File: config.mk
export PLATFORM = sky130hd
export DESIGN_NAME = priority_encoder_reg
export DESIGN_NICKNAME = d
export VERILOG_FILES = /design/src/rtl/prio_enc_pkg.sv /design/src/rtl/prio_enc_core.sv /design/src/rtl/priority_encoder_reg.sv
export SDC_FILE = /design/constraint.sdc
export NUM_CORES = 1
export LEC_CHECK = 0
export ABC_AREA = 1
export BUFFER_PORTS_ARGS = -buffer_cell sky130_fd_sc_hd__buf_2
export CAP_MARGIN = 15
export CORE_AREA = 3 3 40 42
export DETAILED_ROUTE_END_ITERATION = 10
export DIE_AREA = 0 0 43 45
export PLACE_DENSITY_LB_ADDON = 0.15
export SLEW_MARGIN = 40
export SYNTH_ARGS = -nofsm -noshare
export SYNTH_HDL_FRONTEND = slang
export SYNTH_SLANG_ARGS = --single-unit
export TNS_END_PERCENT = 20
File: constraint.sdc
create_clock -name clk -period 2.11 [get_ports clk]
set_input_delay 0.211 -clock clk [delete_from_list [all_inputs] [get_ports clk]]
set_output_delay 0.211 -clock clk [all_outputs]
set_load 0.005 [all_outputs]
File: src/rtl/prio_enc_pkg.sv
// rtl/prio_enc_pkg.sv - shared index-width helper and result type for the priority encoder
package prio_enc_pkg;

  localparam int MAX_W = 8;

  function automatic int idx_width(input int n);
    return (n <= 2) ? 1 : $clog2(n);
  endfunction

  // idx is sized for the widest legal N; narrower instances use the low bits only.
  typedef struct packed {
    logic [MAX_W-1:0] idx;
    logic             zero;
    logic             multi;
  } prio_res_t;

endpackage

File: src/rtl/prio_enc_core.sv
// rtl/prio_enc_core.sv - combinational scan from a start index downward with wrap
module prio_enc_core
  import prio_enc_pkg::*;
#(
  parameter  int N = 8,
  localparam int W = idx_width(N)
) (
  input  logic [N-1:0] d,
  input  logic [W-1:0] start,
  output prio_res_t    res
);

  logic found;

  always_comb begin
    res   = '0;
    found = 1'b0;
    for (int k = 0; k < N; k++) begin
      int p;
      p = int'(start) - k;
      if (p < 0) p = p + N;
      if (d[p]) begin
        if (!found) begin
          res.idx = MAX_W'(p);
          found   = 1'b1;
        end else begin
          res.multi = 1'b1;
        end
      end
    end
    res.zero = !found;
  end

endmodule

File: src/rtl/priority_encoder_reg.sv
// rtl/priority_encoder_reg.sv - registered priority encoder with valid/ready handshake
// Round-robin scanning is enabled by defining PRIORITY_ENCODER_REG_RR_EN.
module priority_encoder_reg
  import prio_enc_pkg::*;
#(
  parameter  int N = 8,
  localparam int W = idx_width(N)
) (
  input  logic         clk,
  input  logic         rst_n,
  input  logic         in_valid,
  output logic         in_ready,
  input  logic [N-1:0] d,
  output logic         out_valid,
  input  logic         out_ready,
  output logic [W-1:0] out_idx,
  output logic         out_zero,
  output logic         out_multi
);

  prio_res_t    core_res;
  logic [W-1:0] start;
  logic         capture;
  logic         out_valid_q, out_valid_d;
  logic [W-1:0] idx_q, idx_d;
  logic         zero_q, zero_d;
  logic         multi_q, multi_d;
  logic         unused_idx_bits;

`ifdef PRIORITY_ENCODER_REG_RR_EN
  logic [W-1:0] rr_ptr_q, rr_ptr_d;

  always_comb begin
    rr_ptr_d = rr_ptr_q;
    if (capture && !core_res.zero) begin
      rr_ptr_d = (core_res.idx[W-1:0] == '0) ? W'(N - 1) : core_res.idx[W-1:0] - W'(1);
    end
  end

  always_ff @(posedge clk) begin
    if (!rst_n) rr_ptr_q <= W'(N - 1);
    else        rr_ptr_q <= rr_ptr_d;
  end

  assign start = rr_ptr_q;
`else
  // Starting at the top index makes the scan plain highest-bit-wins.
  assign start = W'(N - 1);
`endif

  prio_enc_core #(.N(N)) u_core (
    .d     (d),
    .start (start),
    .res   (core_res)
  );

  assign unused_idx_bits = ^core_res.idx;

  assign in_ready = !out_valid_q || out_ready;
  assign capture  = in_valid && in_ready;

  always_comb begin
    out_valid_d = out_valid_q;
    idx_d       = idx_q;
    zero_d      = zero_q;
    multi_d     = multi_q;
    if (capture) begin
      out_valid_d = 1'b1;
      idx_d       = core_res.idx[W-1:0];
      zero_d      = core_res.zero;
      multi_d     = core_res.multi;
    end else if (out_ready) begin
      out_valid_d = 1'b0;
    end
  end

  always_ff @(posedge clk) begin
    if (!rst_n) begin
      out_valid_q <= 1'b0;
      idx_q       <= '0;
      zero_q      <= 1'b0;
      multi_q     <= 1'b0;
    end else begin
      out_valid_q <= out_valid_d;
      idx_q       <= idx_d;
      zero_q      <= zero_d;
      multi_q     <= multi_d;
    end
  end

  assign out_valid = out_valid_q;
  assign out_idx   = idx_q;
  assign out_zero  = zero_q;
  assign out_multi = multi_q;

endmodule

==> results of run 1 <==
## worst min-delay path: stages
cell	delay [ns]
buf_2	0.07
inv_1	0.04
nand2_1	0.06
a21oi_1	0.05
## cell type report
| class | instances | share of cell area [%] |
|---|---|---|
| clock buffer | 3 | 4.455 |
| multi-input combinational | 39 | 41.34 |
| sequential | 6 | 23.76 |
| tap | 15 | 3.713 |
| inverter | 12 | 8.911 |
| timing repair buffer | 18 | 17.82 |
## path summary, 6_finish.rpt
kind,to,startpoint,slack (ns),cells past startpoint
max,out_idx[1],out_valid,1.12,7
min,out_zero,d[0],0.25,4
max reg2reg,out_idx[1],out_valid,1.12,7
min reg2reg,out_valid,out_valid,0.50,2
## placed cells by master (no fill, tap or decap), drive strengths merged
cell type | netlist | final
inv | 12 | 12
nor2 | 9 | 9
buf | 0 | 18
dfxtp | 6 | 6
clkbuf | 0 | 3
nand4 | 2 | 2
nand2 | 12 | 12
a21oi | 5 | 5
o21bai | 1 | 1
nand3 | 5 | 5
o21ai | 4 | 4
nor3 | 1 | 1
## metrics by stage
step | util (%) | power, mW | instance area, um^2 | std cells | hold WS [ns]
4_1_cts | 39.34 | 0.2956 | 505.5 | 93 | 0.2485
2_1_floorplan | - | 0.1618 | 374.1 | 57 | 0.3528
3_3_place_gp | 37.59 | 0.1907 | 483.0 | 90 | 0.4937
5_1_grt | 39.34 | 0.3146 | 505.5 | 93 | 0.2616
6_report | 39.34 | 0.2901 | 505.5 | 93 | 0.2460
3_5_place_dp | 37.59 | 0.1908 | 483.0 | 90 | 0.4983
## flip-flops by register name (all words and copies together) (netlist names)
register,count
out_idx,3
out_multi,1
out_valid,1
out_zero,1
## logic make-up after synthesis
group,after synthesis,synth area share [%]
AO/OA/AOI/OAI,10,14.04
buffers and inverters,12,12.04
flip-flops,6,32.11
AND/OR/NAND/NOR,29,41.81
## layer usage
metal  routed length (um)  vias up  track usage, %
met5                    0        -               0
met4                    0        0           1.807
met3                   81        0           6.375
met2                  331       17           12.87
met1                  384      174           10.36
li1                     -      226               -
## power by group
part           internal (mW)  switching, mW  total (mW)
Sequential             0.123        0.00363       0.126
Clock                 0.0641         0.0384       0.103
Combinational         0.0265         0.0347      0.0612
==> impl_metrics.yaml, run 1 <==
global_routing:
  grt_pass1_wl_um: 1214
  grt_max_degree: 9
  antenna_found_initial: 0
  grt_overflow: 0
  grt_pass1_vias: 310
  grt_usage_pct: 8.743
place:
  detailedPlace.worstSlack_ns: 0.9548
  port-buffer-count: 18
  dpl.hpwl_um: 682.3
  gp_congestion: 0.6494
logic_synthesis:
  synth_enable_flop_cells: 0
  yosysMostFrequentCell: "nand2_1"
  ys_seq_area_share_pct: 32.11
  synthFlopType: "dfxtp_1"
  ys_top_cells_by_area: "dfxtp_1 32%, nand2_1 11%, inv_1 9.0%"
  synth_cells: 57
  ys_warn_count: 0
  syn_nets: 69
  ys_ff_latch: 6
  synth_area_leader_cell: "dfxtp_1"
  synth_area_um2: 374.1
  async_reset_ff_share_pct: 0
  synth.avg_cell_area_um2: 6.563
  yosysUniqueCellTypes: 16
  synth_top_cell_area_share_pct: 32.11
  synthTopCellsByCount: "11 x nand2_1, 9 x inv_1, 8 x nor2_1"
job:
  drv_cap: 0
die:
  ios: 19
  dieArea_um2: 1935
  num_rows: 13
  start_util_pct: 29.11
  coreArea_um2: 1285
  die_x_um: 43
  die_h_um: 45
drt:
  dr.pass1.iters: 4
  via_per_inst: 4.484
  num_vias: 417
  ant_nets: 0
  wl_per_cell_um: 8.570
  drc: 0
  wirelength_um: 797
  drt_iter0_drc: 4
sta:
  maxSlewViolCount: 0
  fin_crit_sh_pct: 46.97
  rsz0062_at_grt: "no"
  tightest_slew_ns: 0.1824
  skew_ns: 0.004614
  setup_viol: 0
  hold_viol: 0
  finalSetupTns_ns: 0
  max_freq_mhz: 1009
  slew_headroom_pct: 87.81
  finalCriticalPeriod_ns: 0.9911
  final.setup.worst_slack_ns: 1.119
worst_setup_path:
  cp.buffers_inverters: 2
  critical_path_class: "flop to flop"
  cp-end-kind: "flop"
  cp_top_family: "simple AND/OR/NAND/NOR gates"
  critPathMaxFanout: 8
  cp_cell_sequence: "nand2_1 -> nand2_1 -> inv_2 -> nor2_1 -> nor2_1 -> o21ai_1 -> inv_1"
  cp_slowest_cell: "dfxtp_1"
  cp.arrival_ns: 1.13
  max_stage_delay_ns: 0.32
  start_kind: "flop"
  required_ns: 2.25
cells_and_area:
  layout.nets: 92
  drive_gt1_share_pct: 37.18
  register_area_um2: 120.1
  multi_input_area_um2: 209.0
  fill_cells: 154
  area_growth_pct: 35.12
  antennaDiodeCount: 0
power:
  leakage_nw: 0.2792
  power_density_nw_per_um2: 574.0
  ir_drop_mv: 0.4044
status:
  status: "completed"
clock_network:
  clock_path_buffers: 2
  hold_buffers: 0
  cts_setup_buffers: 0
  root_buffer: "clkbuf_4"
  clock_latency_ns: 0.24
  cts_sinks: 6
  numCtsBuffers: 3
  ctsResizeCount: 0
  path_clk_slew_ns: 0.04
  htreeDepth: 1
  tritoncts: "done"
min_path:
  hold_path.class: "primary input to flop"
(Power assumes the default switching activity.)
==> run 2, diff against run 1 <==
==> constraint.sdc (replaced) <==
create_clock -name clk -period 1 [get_ports clk]
set_input_delay 0.1 -clock clk [delete_from_list [all_inputs] [get_ports clk]]
set_output_delay 0.1 -clock clk [all_outputs]
set_load 0.005 [all_outputs]
==> run 2 against run 1 <==
Compared with the run above: critical endpoint unchanged; final cell count rose by 4.3%; core utilization rose by 4.1 points; design area rose by 10%; combinational power rose by 140%; fmax rose by 12%; non-clock buffer count rose by 4; clock-buffer cell count did not move; critical path depth did not move; worst hold slack got worse by 0.11 ns; first-iteration DRC count fell by 100%; largest cell class unchanged.
==> impl_metrics.yaml, run 2 (synthesis results as in run 1) <==
cells_and_area:
  antennaDiodeCount: 0
  largest_register_ffs: 3
  layout.nets: 96
  final_common_cell: "buf_2"
  fill_cells: 152
  final_util_pct: 43.43
  drive_gt1_share_pct: 45.12
  final_cell_mix: "18 x buf_2, 9 x inv_1, 9 x nand2_1"
  area_growth_pct: 49.16
die:
  num_rows: 13
  coreArea_um2: 1285
  start_util_pct: 29.11
  ios: 19
  die_h_um: 45
  dieArea_um2: 1935
  die_x_um: 43
drt:
  dr.pass1.iters: 1
  wirelength_um: 851
  num_vias: 422
  via_per_inst: 4.351
  ant_nets: 0
  drc: 0
  wl_per_cell_um: 8.773
  drt_iter0_drc: 0
power:
  pwr-share-comb_pct: 23.1
  power_density_nw_per_um2: 1137
  netSwitchingFraction_pct: 27.29
  internal_power_mw: 0.4612
  pwr-share-clk_pct: 34.4
  seqPwrFrac_pct: 42.4
  ir_drop_mv: 1.083
  leakage_nw: 0.3085
  design_power_total_mw: 0.6343
  p_sw_mw: 0.1731
sta:
  slew_headroom_pct: 87.74
  final.setup.worst_slack_ns: 0.1173
  maxSlewViolCount: 0
  max_freq_mhz: 1133
  skew_ns: 0.004791
  setup_viol: 0
  finalCriticalPeriod_ns: 0.8827
  rsz0062_at_grt: "no"
  tightest_slew_ns: 0.1835
  hold_viol: 0
  fin_crit_sh_pct: 88.27
worst_setup_path:
  cp_slowest_cell: "dfxtp_2"
  max_stage_delay_ns: 0.34
  cp-end-kind: "flop"
  required_ns: 1.14
  start_kind: "flop"
  cp.arrival_ns: 1.02
  critical_path_class: "flop to flop"
  cp.buffers_inverters: 2
  critPathMaxFanout: 8
  cp_cell_sequence: "nand2_4 -> nand2_4 -> inv_4 -> nor2_1 -> nor2_1 -> o21ai_1 -> inv_1"
  cp_top_family: "flip-flops"
clock_network:
  root_buffer: "clkbuf_4"
  htreeDepth: 1
  cts_sinks: 6
  numCtsBuffers: 3
  tritoncts: "done"
  clock_latency_ns: 0.24
  path_clk_slew_ns: 0.04
  clock_path_buffers: 2
  hold_buffers: 0
place:
  detailedPlace.worstSlack_ns: -0.01910
  dpl.hpwl_um: 694.7
  port-buffer-count: 18
  gp_congestion: 0.6674
global_routing:
  grt_overflow: 0
  antenna_found_initial: 0
  grt_max_degree: 9
  grt_usage_pct: 9.651
  grt_pass1_wl_um: 1400
  grt_pass1_vias: 373
status:
  status: "completed"
job:
  drv_cap: 0
min_path:
  hold_path.class: "primary input to flop"
## run 2: cell count changes in the layout (fill, tap and decap cells not counted), sizes merged
cell / previous run / this run
buf: 18 / 22
## run 2: repair_timing
| item | in CTS | in global routing |
|---|---|---|
| gates resized for setup | 0 | 7 |
| buffers inserted | 0 | 1 |
| hold endpoints to repair | 0 | 0 |
| endpoints found under the setup margin | 0 | 6 |
## run 2: metrics by stage
stage | cells | hold slack (ns) | setup TNS, ns | instance area, um^2
2_1_floorplan | 57 | 0.2418 | 0 | 374.1
3_3_place_gp | 94 | 0.3796 | -0.03940 | 513.0
3_5_place_dp | 94 | 0.3825 | -0.01910 | 513.0
4_1_cts | 97 | 0.1332 | 0 | 535.5
5_1_grt | 97 | 0.1475 | 0 | 558.0
6_report | 97 | 0.1324 | 0 | 558.0
## run 2: layout make-up
class | count | area, um^2 | area share [%]
Clock buffer | 3 | 22.52 | 4.036
Timing Repair Buffer | 22 | 120.1 | 21.52
Multi-Input combinational cell | 39 | 227.7 | 40.81
Inverter | 12 | 47.55 | 8.520
Sequential cell | 6 | 121.4 | 21.75
Tap cell | 15 | 18.77 | 3.363
## run 2: power groups by stage
stage | clock network, mW | logic [mW] | registers (mW)
floorplan | 0 | 0.0675 | 0.274
global placement | 0 | 0.139 | 0.271
global route | 0.244 | 0.168 | 0.272
CTS | 0.225 | 0.139 | 0.267
finish | 0.219 | 0.147 | 0.269
detailed placement | 0 | 0.139 | 0.271
## run 2: path summary, 6_finish.rpt
| kind | start | endpoint | slack, ns | depth (start not counted) |
|---|---|---|---|---|
| worst min-delay path | d[0] | out_zero | 0.13 | 4 |
| worst max register to register | out_valid | out_idx[1] | 0.12 | 7 |
| worst max-delay path | out_valid | out_idx[1] | 0.12 | 7 |
| worst min register to register | out_valid | out_valid | 0.49 | 2 |
## run 2: worst reg2reg max path, cell delays in order (launching register included)
cell,delay [ns]
dfxtp_2,0.34
nand2_4,0.06
nand2_4,0.09
inv_4,0.06
nor2_1,0.08
nor2_1,0.04
o21ai_1,0.06
inv_1,0.04
## run 2: per-layer routing
metal,vias to the layer above,global-route usage [%],wire length [um]
met4,0,3.614,0
met3,0,4.781,89
met5,-,0,0
met2,16,14.67,363
li1,231,-,-
met1,175,11.78,399
